==> src/rtl/bsg_fsb_pkg.sv <==
// Shared FSB packet layout and switch-command opcodes, plus the boot sequencer state encoding.
package bsg_fsb_pkg;

    typedef enum logic [6:0] {
        RNENABLE_CMD        = 7'h01,
        RNDISABLE_CMD       = 7'h02,
        RNDOWN_CMD          = 7'h03,
        RNRESET_ENABLE_CMD  = 7'h04,
        RNRESET_DISABLE_CMD = 7'h05
    } bsg_fsb_opcode_e;

    // Reference 80-bit layout (destid 4b); wider or narrower rings keep the same field order.
    typedef struct packed {
        logic [3:0]      destid;
        logic            cmd;
        bsg_fsb_opcode_e opcode;
        logic [67:0]     data;
    } bsg_fsb_pkt_s;

    typedef enum logic [2:0] {
        BOOT_IDLE,
        BOOT_RST_EN,
        BOOT_EN,
        BOOT_WAIT,
        BOOT_RST_DIS,
        BOOT_DONE
    } boot_state_e;

endpackage

==> src/rtl/bsg_counter_clear_up.sv <==
// Up counter with synchronous clear; holds the reset-hold count while the sequencer waits.
module bsg_counter_clear_up #(
    parameter int width_p = 4
) (
    input  logic               clk_i,
    input  logic               reset_i,
    input  logic               clear_i,
    input  logic               up_i,
    output logic [width_p-1:0] count_o
);

    always_ff @(posedge clk_i) begin
        if (reset_i || clear_i)
            count_o <= '0;
        else if (up_i)
            count_o <= count_o + width_p'(1);
    end

endmodule

==> src/rtl/bsg_fsb_node_boot_sequencer.sv <==
// Issues RESET_ENABLE, ENABLE, hold, RESET_DISABLE switch commands to each unmasked FSB node in id order.
module bsg_fsb_node_boot_sequencer
    import bsg_fsb_pkg::*;
#(
    parameter int width_p      = 80,
    parameter int id_width_p   = 4,
    parameter int num_nodes_p  = 4,
    parameter int reset_hold_p = 16
) (
    input  logic                   clk_i,
    input  logic                   reset_i,
    input  logic                   start_i,
    input  logic [num_nodes_p-1:0] node_mask_i,
    output logic                   v_o,
    output logic [width_p-1:0]     data_o,
    input  logic                   ready_i,
    output logic                   busy_o,
    output logic                   done_o
);

    localparam int idx_w = (num_nodes_p > 1) ? $clog2(num_nodes_p) : 1;
    localparam int cnt_w = (reset_hold_p > 1) ? $clog2(reset_hold_p) : 1;
    localparam int op_w  = $bits(bsg_fsb_opcode_e);

    typedef logic [idx_w-1:0] idx_t;

    boot_state_e            state_r, state_n;
    idx_t                   index_r, index_n, first_idx, next_idx;
    logic [num_nodes_p-1:0] mask_r, mask_n;
    logic                   empty_r, empty_n;
    logic                   v_r, busy_r, done_r;
    bsg_fsb_opcode_e        opcode_r, opcode_n;
    logic                   next_found, fire, clear_hold, up_hold;
    logic [cnt_w-1:0]       hold_cnt;

    bsg_counter_clear_up #(.width_p(cnt_w)) hold_counter (
        .clk_i   (clk_i),
        .reset_i (reset_i),
        .clear_i (clear_hold),
        .up_i    (up_hold),
        .count_o (hold_cnt)
    );

    // Lowest set bit of the incoming mask, and lowest set latched bit above the current index.
    always_comb begin
        first_idx  = '0;
        next_idx   = '0;
        next_found = 1'b0;
        for (int i = num_nodes_p - 1; i >= 0; i--) begin
            if (node_mask_i[i])
                first_idx = idx_t'(i);
            if (mask_r[i] && (i > int'(index_r))) begin
                next_idx   = idx_t'(i);
                next_found = 1'b1;
            end
        end
    end

    // NOTE: every signal gets a default first so no path through the case can infer a latch.
    always_comb begin
        state_n    = state_r;
        index_n    = index_r;
        mask_n     = mask_r;
        empty_n    = 1'b0;
        clear_hold = 1'b0;
        up_hold    = 1'b0;
        fire       = v_r & ready_i;
        case (state_r)
            BOOT_IDLE, BOOT_DONE: begin
                if (empty_r) begin
                    state_n = BOOT_DONE;
                end else if (start_i) begin
                    mask_n = node_mask_i;
                    if (|node_mask_i) begin
                        index_n = first_idx;
                        state_n = BOOT_RST_EN;
                    end else begin
                        // Empty mask: one quiet cycle with done cleared, then DONE.
                        state_n = BOOT_IDLE;
                        empty_n = 1'b1;
                    end
                end
            end
            BOOT_RST_EN: if (fire) state_n = BOOT_EN;
            BOOT_EN: begin
                if (fire) begin
                    if (reset_hold_p > 0) begin
                        state_n    = BOOT_WAIT;
                        clear_hold = 1'b1;
                    end else begin
                        state_n = BOOT_RST_DIS;
                    end
                end
            end
            BOOT_WAIT: begin
                up_hold = 1'b1;
                if (hold_cnt == cnt_w'(reset_hold_p - 1))
                    state_n = BOOT_RST_DIS;
            end
            BOOT_RST_DIS: begin
                if (fire) begin
                    if (next_found) begin
                        index_n = next_idx;
                        state_n = BOOT_RST_EN;
                    end else begin
                        state_n = BOOT_DONE;
                    end
                end
            end
            default: state_n = BOOT_IDLE;
        endcase

        case (state_n)
            BOOT_EN:      opcode_n = RNENABLE_CMD;
            BOOT_RST_DIS: opcode_n = RNRESET_DISABLE_CMD;
            default:      opcode_n = RNRESET_ENABLE_CMD;
        endcase
    end

    // NOTE: sequential state uses non-blocking assignments so every register samples pre-edge values.
    always_ff @(posedge clk_i) begin
        if (reset_i) begin
            state_r  <= BOOT_IDLE;
            index_r  <= '0;
            mask_r   <= '0;
            empty_r  <= 1'b0;
            v_r      <= 1'b0;
            busy_r   <= 1'b0;
            done_r   <= 1'b0;
            opcode_r <= RNRESET_ENABLE_CMD;
        end else begin
            state_r  <= state_n;
            index_r  <= index_n;
            mask_r   <= mask_n;
            empty_r  <= empty_n;
            v_r      <= (state_n == BOOT_RST_EN) || (state_n == BOOT_EN) || (state_n == BOOT_RST_DIS);
            busy_r   <= (state_n != BOOT_IDLE) && (state_n != BOOT_DONE);
            done_r   <= (state_n == BOOT_DONE);
            opcode_r <= opcode_n;
        end
    end

    always_comb begin
        data_o = '0;
        data_o[width_p-1 -: id_width_p]         = id_width_p'(index_r);
        data_o[width_p-id_width_p-1]            = 1'b1;
        data_o[width_p-id_width_p-2 -: op_w]    = opcode_r;
    end

    assign v_o    = v_r;
    assign busy_o = busy_r;
    assign done_o = done_r;

endmodule
==> config.mk <==
export PLATFORM = sky130hd
export DESIGN_NAME = bsg_fsb_node_boot_sequencer
export DESIGN_NICKNAME = d
export VERILOG_FILES = /design/src/rtl/bsg_fsb_pkg.sv /design/src/rtl/bsg_counter_clear_up.sv /design/src/rtl/bsg_fsb_node_boot_sequencer.sv
export SDC_FILE = /design/constraint.sdc
export NUM_CORES = 1
export LEC_CHECK = 0
export BUFFER_PORTS_ARGS = -buffer_cell sky130_fd_sc_hd__buf_2
export CORE_ASPECT_RATIO = 0.7
export CORE_MARGIN = 5
export CORE_UTILIZATION = 40
export CTS_BUF_LIST = sky130_fd_sc_hd__clkbuf_4
export CTS_CLUSTER_SIZE = 40
export DETAILED_ROUTE_END_ITERATION = 10
export PLACE_DENSITY = 0.85
export REMOVE_ABC_BUFFERS = 1
export SLEW_MARGIN = 10
export SYNTH_ARGS = -nofsm -noshare
export SYNTH_HDL_FRONTEND = slang
export SYNTH_SLANG_ARGS = --single-unit
==> constraint.sdc <==
create_clock -name clk_i -period 1.6 [get_ports clk_i]
set_input_delay 0.32 -clock clk_i [delete_from_list [all_inputs] [get_ports clk_i]]
set_output_delay 0.32 -clock clk_i [all_outputs]
set_load 0.02 [all_outputs]
==> results of run 1 <==
==> layout make-up <==
| cell class | count | area [µm²] | area share, % |
|---|---|---|---|
| Clock buffer | 3 | 22.52 | 1.368 |
| Clock inverter | 1 | 3.754 | 0.2280 |
| Inverter | 3 | 11.26 | 0.6839 |
| Multi-Input combinational cell | 154 | 909.6 | 55.24 |
| Sequential cell | 18 | 370.4 | 22.49 |
| Tap cell | 50 | 62.56 | 3.799 |
| Timing Repair Buffer | 40 | 266.5 | 16.19 |
==> logic make-up (layout without fill, tap and decap cells) <==
logic type               Yosys count  after routing
AND/OR/NAND/NOR                   43             43
flip-flops                        18             18
multiplexers                       3              3
other                              2             76
AO/OA/AOI/OAI                     27             27
adder cells (fa/ha/maj)            1              1
XOR/XNOR                           4              4
buffers and inverters             84             47
==> worst max-delay path, cell delays in order, from the launching register on <==
cell and delay [ps]:
dfxtp_4 380, xor2_1 180, nor4b_2 320, o22ai_2 170, or3b_1 390, a21oi_1 130
==> placed cells by master, fill, tap and decap left out, drive strengths merged, types with 2 or more instances in the layout <==
cell	synthesis	layout
a2bb2oi	2	2
and3	2	2
nor2b	2	2
a21o	3	3
o22ai	3	3
inv	3	3
nor2	13	13
a21oi	5	5
or3b	2	2
and2	3	3
conb	2	76
mux2i	3	3
nand3	2	2
xor2	4	4
clkbuf	3	3
or3	2	2
a31oi	3	3
buf	78	40
dfxtp	18	18
nand2	10	10
==> repair_timing <==
item	4_1_cts	5_1_grt
setup endpoints to repair	6	6
gates resized for setup	9	16
buffers inserted	0	5
gates cloned	0	1
pin swaps	1	8
==> flip-flops by register name (all words and copies together) (netlist names) <==
signal / flops
hold_counter.count_o: 4
mask_r: 3
state_r: 3
index_r: 2
opcode_r: 2
busy_o: 1
done_o: 1
empty_r: 1
v_o: 1
==> routing by layer <==
layer	GRT usage, %	routed length, µm	vias up
met1	12.67	1309	525
met4	5.361	51	0
met3	1.203	214	5
li1	-	-	531
met5	0	0	-
met2	17.35	1652	57
==> power groups by stage <==
stage               combinational, mW  sequential (mW)  clock, mW
floorplan                       0.327            0.576          0
global placement                0.503            0.540          0
detailed placement              0.508            0.541          0
CTS                             0.540            0.532      0.247
global route                    0.676            0.544      0.271
finish                          0.632            0.536      0.240
==> final timing paths <==
path                              to                     from  slack, ps
max                       index_r[0]               state_r[2]        -20
min                       state_r[1]                  reset_i        370
max reg2reg               index_r[0]               state_r[2]        -20
min reg2reg  hold_counter.count_o[3]  hold_counter.count_o[3]        520
==> stage by stage <==
stage,cell area [µm²],power (mW)
5_1_grt,1647,1.490
3_3_place_gp,1459,1.043
2_1_floorplan,1176,0.9023
3_5_place_dp,1459,1.049
4_1_cts,1521,1.319
6_report,1647,1.408
==> results.json, run 1 <==
{
  "firstDrtPassIters": 4,
  "power_frac_clock_pct": 17.1,
  "grt_use_total_pct": 10.03,
  "seq_area_frac_synth_pct": 24.08,
  "tns_ps": -22.22,
  "yosysTopAreaCell": "buf_4",
  "drcViolationCount": 0,
  "synth_warnings": 0,
  "start_kind": "flop",
  "synth-compound-area-share_pct": 13.63,
  "rsz0062_at_grt": "yes",
  "cp.required_ps": 1840,
  "ys_top_cells_by_count": "buf_4, dfxtp_1, nor2_1",
  "hold_depth": 3,
  "timing.final.hold_violations": 0,
  "irDropWorstVdd_uv": 714.9,
  "clock_sinks": 18,
  "synth_top_area_share_pct": 38.13,
  "pin_count": 91,
  "cts_tree": "yes",
  "vias_per_cell": 4.156,
  "core_area_um2": 3558,
  "grt_pass1_vias": 954,
  "skew_ps": 1.431,
  "post-place-ws_ps": -110.5,
  "initial_core_util_pct": 42.05,
  "combPwrFrac_pct": 44.9,
  "path_max_fanout": 5,
  "first_iter_violations": 36,
  "route.antenna.remaining_nets": 0,
  "synth_flop_cell": "dfxtp_1",
  "synth-adder-area-share_pct": 0.8361,
  "critPathKind": "reg -> reg",
  "p_sw_mw": 0.5956,
  "synth_edf_count": 0,
  "seq_power_share_pct": 38.0,
  "area_growth_pct": 10.03,
  "avgSynthCellArea_um2": 8.222,
  "synth.most_common_cell": "buf_4",
  "cap_viol_max_count": 0,
  "violations": "setup timing",
  "fp.dieArea_um2": 5084,
  "die_w_um": 83.11,
  "cts_max_level": 1,
  "fin_cells": 269,
  "dp_hpwl_um": 2342,
  "hp-class": "in -> reg",
  "fmax_ghz": 0.6172,
  "grt-ovfl-total": 0,
  "n_fill_cell": 349,
  "yosysUniqueCellTypes": 46,
  "synth_top_family_by_area": "buffers and inverters",
  "slew_violations": 0,
  "synthArstFlopShare_pct": 0,
  "synth_xor_area_share_pct": 2.341,
  "reg2reg_depth": 5,
  "synth_area_leaders": "buf_4, dfxtp_1, nor2_1, nand2_1, xor2_1",
  "routed_wirelength_um": 3227,
  "nNetsFinal": 229,
  "synth.area.mux_share_pct": 2.007,
  "dp.cells": 259,
  "insertion_delay_ps": 300,
  "clk_pin_slew_ps": 100,
  "status": "finished, violations left",
  "synth.ff_latch_count": 18,
  "min_period_over_period_pct": 101.3,
  "clockBufferDepth": 2,
  "final_core_util_pct": 46.27,
  "drive_gt1_share_pct": 30.14,
  "fin_crit_ps": 1620,
  "synth_simple_gate_area_share_pct": 15.89,
  "hold_buffers": 0,
  "grt_start_max_net_pins": 13,
  "power_density_nw_per_um2": 854.9,
  "numCtsBuffers": 3,
  "post_drt_wl_per_cell_um": 12.00,
  "diodes": 0,
  "grt_pass1_wl_um": 4077,
  "setup_viol": 2,
  "antenna_found_initial": 0,
  "routed-via-count": 1118,
  "worst_hold_slack_ps": 366.9,
  "netlist_area_um2": 1496,
  "postLayoutSetupSlackWorst_ps": -20.19,
  "intPower_mw": 0.8120,
  "netlist_instances": 182,
  "fp-row-count": 18,
  "fp.dieH_um": 61.18,
  "numPortBuffers": 14,
  "leakage_nw": 0.8156,
  "cp-end-kind": "flop",
  "globalplace.congestion": 0.8819,
  "arrival_ps": 1860,
  "cts_root_buf": "clkbuf_4",
  "switching_share_pct": 42.31
}
Note: power is estimated with default switching activity, not from simulation.
==> run 2: changes to the inputs <==
- PLACE_DENSITY: 0.85 -> 0.84
==> results.json, run 2 (synthesized netlist as in run 1, its figures left out) <==
{
  "status": "finished, violations left",
  "violations": "setup timing",
  "routed_wirelength_um": 3087,
  "cp.required_ps": 1850,
  "first_iter_violations": 41,
  "irDropWorstVdd_uv": 685.1,
  "path_cells": "or3b_4, a21o_4, o22a_1, a21oi_2, nor2b_2",
  "cts_tree": "yes",
  "largest_register_ffs": 4,
  "final_cell_mix": "conb_1, buf_4, dfxtp_1",
  "multiInputGateArea_um2": 898.4,
  "rsz0062_at_grt": "yes",
  "slowest_delay_ps": 410,
  "globalplace.congestion": 0.9225,
  "timing.final.hold_violations": 0,
  "path_max_fanout": 9,
  "grt-ovfl-total": 0,
  "regArea_um2": 371.6,
  "grt_pass1_wl_um": 4077,
  "drcViolationCount": 0,
  "worst_hold_slack_ps": 232.4,
  "arrival_ps": 1890,
  "clockBufferDepth": 2,
  "fmax_ghz": 0.6114,
  "routed-via-count": 1086,
  "drive_gt1_share_pct": 28.50,
  "setup_viol": 3,
  "critPathTopFamily": "compound AO/OA/AOI/OAI gates",
  "clock_sinks": 18,
  "cts_max_level": 1,
  "final_core_util_pct": 44.90,
  "cap_viol_max_count": 0,
  "fp.dieH_um": 61.18,
  "slew_violations": 0,
  "initial_core_util_pct": 42.05,
  "min_period_over_period_pct": 102.2,
  "fp-row-count": 18,
  "vias_per_cell": 4.114,
  "start_kind": "flop",
  "post_drt_wl_per_cell_um": 11.69,
  "postLayoutSetupSlackWorst_ps": -35.72,
  "area_growth_pct": 6.772,
  "core_area_um2": 3558,
  "grt_pass1_vias": 896,
  "dp_hpwl_um": 2350,
  "crit_buf_inv": 0,
  "cp_slowest_cell": "or3b_4",
  "hold_buffers": 0,
  "n_fill_cell": 367,
  "pin_count": 91,
  "grt_use_total_pct": 10.26,
  "cp-end-kind": "flop",
  "firstDrtPassIters": 4,
  "route.antenna.remaining_nets": 0,
  "hp-class": "in -> reg",
  "numCtsBuffers": 3,
  "die_w_um": 83.11,
  "regMostFlops": "hold_counter.count_o",
  "cts_root_buf": "clkbuf_4",
  "fin_cells": 264,
  "skew_ps": 3.076,
  "fp.dieArea_um2": 5084,
  "fin_crit_ps": 1636,
  "antenna_found_initial": 0,
  "critPathKind": "reg -> reg",
  "r2r_slack_ps": -40,
  "diodes": 0,
  "leakage_nw": 0.7893,
  "clk_pin_slew_ps": 110,
  "dp.cells": 256,
  "grt_start_max_net_pins": 13,
  "final_common_cell": "conb_1",
  "insertion_delay_ps": 300,
  "nNetsFinal": 224,
  "reg_top3": "hold_counter.count_o x4, mask_r x3, state_r x3",
  "numPortBuffers": 14,
  "power_density_nw_per_um2": 879.3
}
==> run 2: path summary, 6_finish.rpt <==
path | from | endpoint | depth (start not counted)
max | state_r[1] | done_o | 5
min | reset_i | state_r[1] | 2
max reg2reg | state_r[1] | done_o | 5
min reg2reg | hold_counter.count_o[1] | hold_counter.count_o[1] | 2
==> run 2: per-stage QoR <==
stage                     total power [mW]  TNS, ps  worst slack, ps  cell area, µm²
after floorplan                     0.9023        0            9.380            1176
after global placement               1.064   -496.9           -121.3            1436
after detailed placement             1.068   -673.8           -135.0            1436
after CTS                            1.327        0            4.244            1499
after global routing                 1.480   -281.0           -72.97            1598
final                                1.405   -46.76           -35.72            1598
==> run 2: layout make-up <==
| class | count | area share [%] |
|---|---|---|
| clock buffers | 3 | 1.410 |
| clock inverters | 1 | 0.2349 |
| inverters | 3 | 0.7048 |
| multi-input cells | 154 | 56.23 |
| flip-flops and latches | 18 | 23.26 |
| well taps | 50 | 3.915 |
| repair buffers | 35 | 14.25 |
==> run 2: report_power, final <==
group / internal, mW / leakage (nW) / total, mW / switching [mW]
Combinational: 0.227 / 0.625 / 0.622 / 0.395
Clock: 0.0910 / 0.0154 / 0.244 / 0.153
Sequential: 0.494 / 0.149 / 0.539 / 0.0449
Total: 0.812 / 0.789 / 1.40 / 0.593
==> run 2: timing repair <==
action / 4_1_cts / 5_1_grt
resized for setup: 8 / 14
buffers inserted: 2 / 2
endpoints found under the hold margin: 0 / 0
setup endpoints to repair: 8 / 6
pin swaps: 0 / 5
==> run 2: routing by layer <==
layer / vias up / routed length [µm] / global-route usage, %
met5: - / 0 / 0
met4: 0 / 47 / 5.361
met3: 5 / 179 / 2.674
met2: 44 / 1562 / 15.75
met1: 509 / 1297 / 13.53
li1: 528 / - / -
==> run 3: changes to the inputs <==
- CORE_MARGIN: 5 -> unset
==> results.json, run 3 (synthesized netlist as in run 1, its figures left out) <==
{
  "status": "finished, violations left",
  "violations": "setup timing",
  "core_area_um2": 3558,
  "setup_viol": 1,
  "first_iter_violations": 22,
  "area_growth_pct": 10.87,
  "hp-class": "in -> reg",
  "power_density_nw_per_um2": 864.6,
  "irDropWorstVdd_uv": 535.3,
  "wl_met2_um": 1418,
  "grt_use_total_pct": 13.10,
  "clk_pin_slew_ps": 130,
  "fin_crit_ps": 1601,
  "post_drt_wl_per_cell_um": 10.79,
  "clock_sinks": 18,
  "nNetsFinal": 229,
  "start_kind": "flop",
  "grt-ovfl-total": 0,
  "final_core_util_pct": 46.62,
  "grt_pass1_wl_um": 3788,
  "clockBufferDepth": 2,
  "insertion_delay_ps": 310,
  "timing.final.hold_violations": 0,
  "final_common_cell": "conb_1",
  "arrival_ps": 1860,
  "dp_hpwl_um": 1976,
  "drive_gt1_share_pct": 31.05,
  "path_max_fanout": 6,
  "cap_viol_max_count": 0,
  "finalPower_mw": 1.434,
  "pin_count": 91,
  "numCtsBuffers": 3,
  "wl_met1_um": 1327,
  "grt_pass1_vias": 866,
  "cp-end-kind": "flop",
  "final_cell_mix": "conb_1, buf_4, dfxtp_1",
  "globalplace.congestion": 0.8484,
  "diodes": 0,
  "slew_violations": 0,
  "die_w_um": 75.11,
  "routed_wirelength_um": 2902,
  "top_layer": "met4",
  "firstDrtPassIters": 4,
  "route.antenna.remaining_nets": 0,
  "drcViolationCount": 0,
  "post-place-ws_ps": -70.64,
  "reg_top3": "hold_counter.count_o x4, mask_r x3, state_r x3",
  "grt_start_max_net_pins": 13,
  "fp.dieH_um": 53.18,
  "wl_met3_um": 141,
  "routed-via-count": 1103,
  "cts_tree": "yes",
  "min_period_over_period_pct": 100.1,
  "fp.dieArea_um2": 3994,
  "critPathKind": "reg -> reg",
  "tns_ps": -0.9139,
  "rsz0062_at_grt": "yes",
  "cp.required_ps": 1860,
  "postLayoutSetupSlackWorst_ps": -0.9139,
  "antenna_found_initial": 0,
  "fmax_ghz": 0.6246,
  "cts_root_buf": "clkbuf_4",
  "initial_core_util_pct": 42.05,
  "leakage_nw": 0.8178,
  "largest_register_ffs": 4,
  "numPortBuffers": 14,
  "regMostFlops": "hold_counter.count_o",
  "cts_max_level": 1,
  "skew_ps": 15.74,
  "fp-row-count": 18,
  "vias_per_cell": 4.100
}
## run 3: cell types whose count changed in the layout (fill, tap and decap cells not counted), sizes merged
cell | previous run | this run
buf | 35 | 40
## run 3: worst max-delay path: stages (launching register included)
cell	delay [ps]
dfxtp_4	400
or3b_4	410
a21o_4	230
o22a_1	240
a21oi_2	130
nor2b_2	140
## run 3: layout make-up
type,count,area [µm²]
clock buffers,3,22.52
clock inverters,1,3.754
fillers,378,1899
inverters,3,11.26
multi-input cells,154,917.1
flip-flops and latches,18,369.1
well taps,50,62.56
repair buffers,40,272.8
## run 3: metal layers
layer / vias to the layer above / global-route usage, %
met4: 0 / 5.031
met2: 39 / 19.52
met1: 528 / 17.20
met5: - / 0
li1: 534 / -
met3: 2 / 4.571
## run 3: what timing repair did
action | 4_1_cts | 5_1_grt
hold buffers | 0 | 0
gates resized for setup | 6 | 23
setup buffers | 1 | 3
cloned | 0 | 0
endpoints found under the setup margin | 6 | 9
hold endpoints to repair | 0 | 0
pin swaps | 2 | 9
## run 3: through the flow
step / std cells / instance area, µm² / hold WS (ps)
2_1_floorplan: 175 / 1176 / 386.3
3_3_place_gp: 261 / 1474 / 471.2
3_5_place_dp: 261 / 1474 / 478.5
4_1_cts: 266 / 1529 / 369.0
5_1_grt: 269 / 1659 / 405.8
6_report: 269 / 1659 / 359.8
## run 3: where the power goes
part           internal [mW]  switching, mW
clock                 0.0910          0.163
sequential             0.496         0.0443
combinational          0.237          0.404
total                  0.824          0.611
## run 3: path summary, 6_finish.rpt
path | to | from | depth (start not counted) | slack (ps)
setup / recovery | done_o | state_r[0] | 5 | -0.9
hold / removal | mask_r[3] | node_mask_i[3] | 4 | 360
setup reg to reg | done_o | state_r[0] | 5 | -0.9
hold reg to reg | index_r[0] | index_r[0] | 2 | 500
